<file path="src/rtl/opq_op_issuer.sv">
// Single-op sequencer for the op-centric queue: accepts an op, bounds-checks it
// against a local occupancy count, drives one queue req until cpl or timeout, returns a response.
`ifndef TOP_DEPTH
`define TOP_DEPTH 4
`endif
`ifndef TOP_CHANWIDTH
`define TOP_CHANWIDTH 8
`endif

module opq_op_issuer #(
   parameter int p_depth     = `TOP_DEPTH,
   parameter int p_ptrwidth  = $clog2(p_depth),
   parameter int p_chanwidth = `TOP_CHANWIDTH,
   parameter int p_timeout   = 64
) (
   input  logic                   clk,
   input  logic                   rst,
   input  logic                   op_val,
   output logic                   op_rdy,
   input  logic [2:0]             op_type,
   input  logic [p_ptrwidth-1:0]  op_tag,
   input  logic [p_chanwidth-1:0] op_data,
   output logic                   resp_val,
   input  logic                   resp_rdy,
   output logic [2:0]             resp_type,
   output logic [1:0]             resp_status,
   output logic [p_ptrwidth-1:0]  resp_tag,
   output logic [p_chanwidth-1:0] resp_data,
   output logic [5:0]             q_req,
   input  logic [5:0]             q_cpl,
   output logic [p_ptrwidth-1:0]  q_tag,
   output logic [p_chanwidth-1:0] q_data,
   input  logic [p_ptrwidth-1:0]  q_enq_back_tag,
   input  logic [p_ptrwidth-1:0]  q_enq_front_tag,
   input  logic [p_chanwidth-1:0] q_deq_front_data,
   input  logic [p_chanwidth-1:0] q_deq_back_data,
   output logic [p_ptrwidth:0]    count,
   output logic                   proto_err,
   output logic [1:0]             dbg_state
);

   // Handshakes: a transfer happens on a rising edge where val and rdy are both high;
   // val holds its payload until that edge and rdy never depends combinationally on val.
   typedef enum logic [1:0] {st_idle = 2'd0, st_issue = 2'd1, st_resp = 2'd2} state_t;

   localparam int tmo_w = (p_timeout > 1) ? $clog2(p_timeout) : 1;
   localparam logic [tmo_w-1:0] tmo_last = tmo_w'((p_timeout > 0) ? p_timeout - 1 : 0);
   localparam logic [p_ptrwidth:0] full_count = (p_ptrwidth + 1)'(p_depth);

   state_t                   state, state_nxt;
   logic [2:0]               type_r;
   logic [p_ptrwidth-1:0]    tag_r;
   logic [p_chanwidth-1:0]   data_r;
   logic [tmo_w-1:0]         tmo_cnt;
   logic                     accept, illegal, is_enq, is_deq, reject, cpl_hit, tmo_hit;

   assign accept  = op_val && (state == st_idle);
   assign illegal = (op_type > 3'd5);
   assign is_enq  = (op_type == 3'd0) || (op_type == 3'd1);
   assign is_deq  = (op_type >= 3'd2) && (op_type <= 3'd5);
   assign reject  = (is_enq && (count == full_count)) || (is_deq && (count == '0));
   assign cpl_hit = |(q_cpl & q_req);
   assign tmo_hit = (p_timeout != 0) && (tmo_cnt == tmo_last) && !cpl_hit;

   always_ff @(posedge clk) begin
      if (rst) state <= st_idle;
      else     state <= state_nxt;
   end

   always_comb begin
      state_nxt = state;
      case (state)
         st_idle:  if (accept) state_nxt = (illegal || reject) ? st_resp : st_issue;
         st_issue: if (cpl_hit || tmo_hit) state_nxt = st_resp;
         st_resp:  if (resp_rdy) state_nxt = st_idle;
         default:  state_nxt = st_idle;
      endcase
   end

   always_comb begin
      op_rdy    = (state == st_idle);
      resp_val  = (state == st_resp);
      dbg_state = state;
      q_req     = '0;
      for (int i = 0; i < 6; i++) q_req[i] = (state == st_issue) && (type_r == 3'(i));
      q_tag     = tag_r;
      q_data    = data_r;
   end

   // Op latch, response capture, occupancy and timeout bookkeeping.
   always_ff @(posedge clk) begin
      if (rst) begin
         type_r      <= '0;
         tag_r       <= '0;
         data_r      <= '0;
         tmo_cnt     <= '0;
         resp_type   <= '0;
         resp_status <= '0;
         resp_tag    <= '0;
         resp_data   <= '0;
         count       <= '0;
         proto_err   <= 1'b0;
      end else begin
         if ((q_cpl & ~q_req) != 6'b0) proto_err <= 1'b1;
         case (state)
            st_idle: if (accept) begin
               type_r      <= op_type;
               tag_r       <= op_tag;
               data_r      <= op_data;
               tmo_cnt     <= '0;
               resp_type   <= op_type;
               resp_tag    <= '0;
               resp_data   <= '0;
               resp_status <= illegal ? 2'b10 : (reject ? 2'b01 : 2'b00);
            end
            st_issue: begin
               if (cpl_hit) begin
                  resp_status <= 2'b00;
                  case (type_r)
                     3'd0: begin resp_tag  <= q_enq_back_tag;   count <= count + 1'b1; end
                     3'd1: begin resp_tag  <= q_enq_front_tag;  count <= count + 1'b1; end
                     3'd2: begin resp_data <= q_deq_front_data; count <= count - 1'b1; end
                     3'd3: begin resp_data <= q_deq_back_data;  count <= count - 1'b1; end
                     3'd5: count <= count - 1'b1;
                     default: ;
                  endcase
               end else if (tmo_hit) begin
                  resp_status <= 2'b11;
               end else begin
                  tmo_cnt <= tmo_cnt + 1'b1;
               end
            end
            default: ;
         endcase
      end
   end

endmodule
</file>
<file path="config.mk">
export PLATFORM = sky130hd
export DESIGN_NAME = opq_op_issuer
export DESIGN_NICKNAME = d
export VERILOG_FILES = /design/src/rtl/opq_op_issuer.sv
export SDC_FILE = /design/constraint.sdc
export NUM_CORES = 1
export LEC_CHECK = 0
export CAP_MARGIN = 20
export CORE_AREA = 2 2 61 92
export CTS_BUF_LIST = sky130_fd_sc_hd__clkbuf_2 sky130_fd_sc_hd__clkbuf_4 sky130_fd_sc_hd__clkbuf_8
export CTS_CLUSTER_SIZE = 8
export DETAILED_ROUTE_END_ITERATION = 6
export DIE_AREA = 0 0 63 94
export PLACE_DENSITY = 0.71
export SLEW_MARGIN = 10
export SYNTH_ARGS = -nofsm -noshare
export SYNTH_HDL_FRONTEND = slang
export SYNTH_SLANG_ARGS = --single-unit
</file>
<file path="constraint.sdc">
create_clock -name clk -period 2.15 [get_ports clk]
set_input_delay 0.215 -clock clk [delete_from_list [all_inputs] [get_ports clk]]
set_output_delay 0.215 -clock clk [all_outputs]
set_load 0.005 [all_outputs]
</file>
* Yosys cells after proc, flatten, opt, wreduce, memory -nomap -nowiden *
Index checks and enable logic that the tools add are counted.
W data, S select, Z words.

word-level totals
  flip-flop bits (word level) = 37
  input bits = 43
  output and inout bits = 39
  word-level logic and storage cells = 95

cells by class
  $add $sub $neg = 3
  $lt $le $gt $ge = 3
  eq/ne operators = 19
  mux-type cells = 24
  bitwise logic cells = 3
  reductions and logical operators = 33

operators by type and width
  cell                   number
  $pmux W8 S2            2
  $mux W2                10
  $mux W6                3
  $mux W8                2
  $and A6 B6 Y6          2
  $pmux W2 S2            3
  $pmux W6 S2            1
  $reduce_and A4 Y1      3
  $logic_and A1 B1 Y1    11
  $eq A3 B3 Y1 const B   3
  $logic_not A3 Y1       3
  $reduce_and A3 Y1      3
  $ne A2 B2 Y1 const B   4
  $add A6 B1 Y6 const B  1
  $eq A3 B1 Y1 const B   2
  $eq A3 B2 Y1 const B   2
  $eq A6 B6 Y1 const B   1
  $ne A3 B1 Y1 const B   2
  $not A6 Y6             1
  $pmux W2 S3            1
  $pmux W3 S2            1
  $reduce_bool A6 Y1     1
  $reduce_or A6 Y1       1
  $logic_or A1 B1 Y1     4
  16 further kinds       18

* Longest topological paths before layout *
  depth in word-level cells = 9
  mapped depth = 9
  gate-level depth less buffers = 9

* Least setup slack after synthesis *
OpenSTA, ideal clock, no wires.

  kind = register to register
  start point = register type_r[0]
  end point = register tmo_cnt[0]
  setup time = 65 ps
  data arrival time = 1902 ps
  data required time = 2085 ps
  slack = 183 ps
  cell stages (with the launch flop) = 7
  path buffers = 1
  clock period less this slack = 1967 ps
  cells stage by stage = dfxtp_1 mux4_2 a22o_1 buf_6 nor3_4 mux2_4 nor2_1

between the ends
  word-level cells in the longest chain between the ends = 8
  elaborated cells between the ends (all ways) = 19
  those cells by class = eq/ne (7); bitwise (1); reduce/logical (11)

RTL lines
  element                               line  source
  start, declared                       51    logic [2:0] type_r;
  start signal, assigned                107   type_r <= op_type;
  $eq A3 B1 Y1 (tied with other cells)  85    for (int i = 0; i < 6; i++) q_req[i] = (state == st_issue) && (type_r == 3'(i));
  $logic_and A1 B1 Y1                   85
  $and A6 B6 Y6 *                       62    assign cpl_hit = |(q_cpl & q_req);
  $reduce_or A6 Y1 *                    62
  $logic_not A1 Y1                      63    assign tmo_hit = (p_timeout != 0) && (tmo_cnt == tmo_last) && !cpl_hit;
  $logic_and A1 B1 Y1                   63
  $ne A2 B2 Y1 (no line)                --
  $reduce_and A4 Y1 (no line) *         --
  end signal, assigned                  130   tmo_cnt <= tmo_cnt + 1'b1;
  end, declared                         54    logic [tmo_w-1:0] tmo_cnt;

Mark *: on every way between the ends. The rest lies on a longest branch, timed or not.
A chain may end at the register's enable or synchronous reset.

* Worst setup path in the final report *
  start point = register type_r[2]
  end point = output port q_req[2]

between the ends
  word-level cells in the longest chain between the ends = 2

RTL lines
  element              line  source
  $eq A3 B2 Y1         85
  $logic_and A1 B1 Y1  85
  end, declared        29    output logic [5:0] q_req,

Every way passes these cells.

==> impl_metrics.env <==
export IMPL_wl_per_cell_um=13.5
export IMPL_clock_path_buffers=2
export IMPL_die_w_um=63
export IMPL_synthToLayoutAreaGrowth_pct=54.3
export IMPL_route_detailed_drc=0
export IMPL_path_class="flip-flop to output port"
export IMPL_rsz0062_at_grt="false"
export IMPL_coreArea_mm2=0.00508
export IMPL_synth_seq_cells=37
export IMPL_post_cts_buffers=0
export IMPL_synthesis_nets=291
export IMPL_nFillCells=492
export IMPL_numCtsBuffers=5
export IMPL_cts_tree="yes"
export IMPL_cts_max_level=2
export IMPL_finalHoldViolations=0
export IMPL_ir_worst_vdd_mv=0.414
export IMPL_slew_violations=0
export IMPL_p_per_area_mw_per_mm2=565
export IMPL_initial_core_util_pct=39.1
export IMPL_vias_per_cell=5.03
export IMPL_hp_class="flip-flop to flip-flop"
export IMPL_synth_top_area_share_pct=37.3
export IMPL_tightest_slew_ns=0.391
export IMPL_dp_hpwl_um=4190
export IMPL_synth_area_top_cells="dfxtp_1 (37%), nand2_1 (8.3%), mux2i_1 (8.1%)"
export IMPL_grt_pass1_wl_um=8830
export IMPL_postCtsHoldBufs=0
export IMPL_drive_gt1_share_pct=12.1
export IMPL_fp_dieH_um=94
export IMPL_yosysWarnings=0
export IMPL_worstPathRequired_ns=1.93
export IMPL_multiInputGateArea_mm2=0.00114
export IMPL_ys_flop_type="dfxtp_1"
export IMPL_utilization_pct=60.2
export IMPL_grtUsageTotal_pct=18.8
export IMPL_min_period_over_period_pct=96.3
export IMPL_num_antenna_cells=0
export IMPL_yosysTopAreaCell="dfxtp_1"
export IMPL_finalNetCount=384
export IMPL_fin_total_pwr_uw=1730
export IMPL_status="completed"
export IMPL_antenna_found_initial=0
export IMPL_clkLatencyLatePin_ns=0.29
export IMPL_seq_area_frac_synth_pct=37.3
export IMPL_gp_congestion=0.836
export IMPL_max_slew_margin_pct=73.9
export IMPL_maxCapViolCount=0
export IMPL_cp_end_kind="output port"
export IMPL_arrival_ns=1.86
export IMPL_p_leak_uw=0.00120
export IMPL_fin_skew_ns=0.00680
export IMPL_start_kind="flip-flop"
export IMPL_grt_max_degree=28
export IMPL_pin_count=82
export IMPL_avgSynthCellArea_um2=8.14
export IMPL_regArea_um2=741
export IMPL_portBuffers=81
export IMPL_row_count=32
export IMPL_yosys_cell_types_count=45
export IMPL_grt_pass1_vias=1913
export IMPL_cts_sinks=37
export IMPL_async_reset_ff_share_pct=0
export IMPL_synth_cells=244
export IMPL_syn_cell_area_mm2=0.00199
export IMPL_crit_fanout=8
export IMPL_min_period_ns=2.07
export IMPL_die_area_mm2=0.00592
export IMPL_path_clk_slew_ns=0.08
export IMPL_drt_wl_total_um=5470
export IMPL_final_setup_viol_count=0
export IMPL_cts_root_buf="clkbuf_8"
export IMPL_drtAntennaViolNets=0
export IMPL_drt_pass1_iterations=4
export IMPL_overflow=0
export IMPL_timing_fmax_mhz=483
export IMPL_drt_iter0_drc=54
export IMPL_vias=2043
export IMPL_synth_edf_count=0
flip-flops by register name (all words and copies together), names as in the netlist:
signal	flops
q_data	8
resp_status	2
dbg_state	2
type_r	3
resp_tag	2
tmo_cnt	6
count	3
q_tag	2
proto_err	1
resp_data	8
where the power goes:
part,switching (uW),total (uW),internal (uW)
registers,24.2,747,723
clock network,248,485,237
logic,222,500,278
total,494,1730,1240
routing by layer:
metal | part of all wire, % | vias to the layer above | GRT usage (%)
met5 | 0 | - | 0
met4 | 3.1 | 0 | 8.70
met3 | 5.1 | 10 | 4.68
met2 | 54 | 52 | 34.0
met1 | 38 | 950 | 20.4
li1 | - | 1031 | -
final cells by class:
cell class                      count  area share [%]
Inverter                            6           0.735
Tap cell                           68            2.78
Multi-Input combinational cell    184            37.2
Timing Repair Buffer              103            32.3
Clock buffer                        6            2.49
Clock inverter                      2           0.327
Sequential cell                    37            24.2
repair_timing:
item | in CTS | in global routing
resized for setup | 0 | 1
setup endpoints to repair | 0 | 1
endpoints found under the hold margin | 0 | 0
synthesized netlist by cell type (all sizes together), types with 4 or more instances:
| cell | number |
|---|---|
| nand3 | 5 |
| clkbuf | 13 |
| nor3 | 7 |
| buf | 4 |
| nand2b | 6 |
| o21ai | 5 |
| dfxtp | 37 |
| nand2 | 44 |
| a31oi | 5 |
| nand3b | 4 |
| mux2i | 16 |
| or3 | 12 |
| a21oi | 30 |
| nor2 | 20 |
| inv | 6 |
metrics by stage:
step	cell area, um2	std cells	hold WS [ns]	setup slack [ns]	setup TNS (ns)
CTS	3060	406	0.454	0.0155	0
global placement	2980	398	0.437	-0.183	-0.888
finish	3060	406	0.452	0.0791	0
floorplan	1990	244	0.351	0.183	0
detailed placement	2980	398	0.444	-0.248	-1.80
global route	3060	406	0.475	0.0107	0
placed cells by master, fill, tap and decap left out, drive strengths merged, types with 3 or more instances in the layout:
master         instances
dfxtp                 37
clkbuf                 6
o21ai                  5
nand2b                 6
mux2i                 16
nor3                   7
inv                    6
a21oi                 30
mux2                   3
buf                   22
ha                     3
nor2                  20
nor2b                  3
nand3b                 4
or3                   12
nand3                  5
clkdlybuf4s50         81
nand2                 44
a31oi                  5
worst max-delay path, cell delays in order, from the launching register on:
cell and delay, ns:
dfxtp_1 0.36, buf_4 0.18, or3_1 0.39, nor2_1 0.10, clkdlybuf4s50_1 0.53
path summary, 6_finish.rpt:
| kind | start | to | slack (ns) | cells past startpoint |
|---|---|---|---|---|
| worst min-delay path | resp_data[5]$_SDFFE_PP0P_ | resp_data[5]$_SDFFE_PP0P_ | 0.45 | 2 |
| worst max register to register | type_r[0]$_SDFFE_PP0P_ | tmo_cnt[5]$_SDFFE_PP0P_ | 0.10 | 6 |
| worst max-delay path | type_r[2]$_SDFFE_PP0P_ | q_req[2] | 0.08 | 4 |
| worst min register to register | resp_data[5]$_SDFFE_PP0P_ | resp_data[5]$_SDFFE_PP0P_ | 0.45 | 2 |
cell families (layout without fill, tap and decap cells):
logic type                 after synthesis  in the layout  share of synthesized area, %
AOI/OAI and AO/OA                       51             51                          16.3
xor gates and xnor gates                 3              3                          1.32
adders and majority gates                4              4                          2.90
buffers and inverters                   23            117                          5.36
DFF                                     37             37                          37.3
muxes                                   20             20                          11.1
and+or+nand+nor                        106            106                          25.8
(Power assumes the default switching activity.)
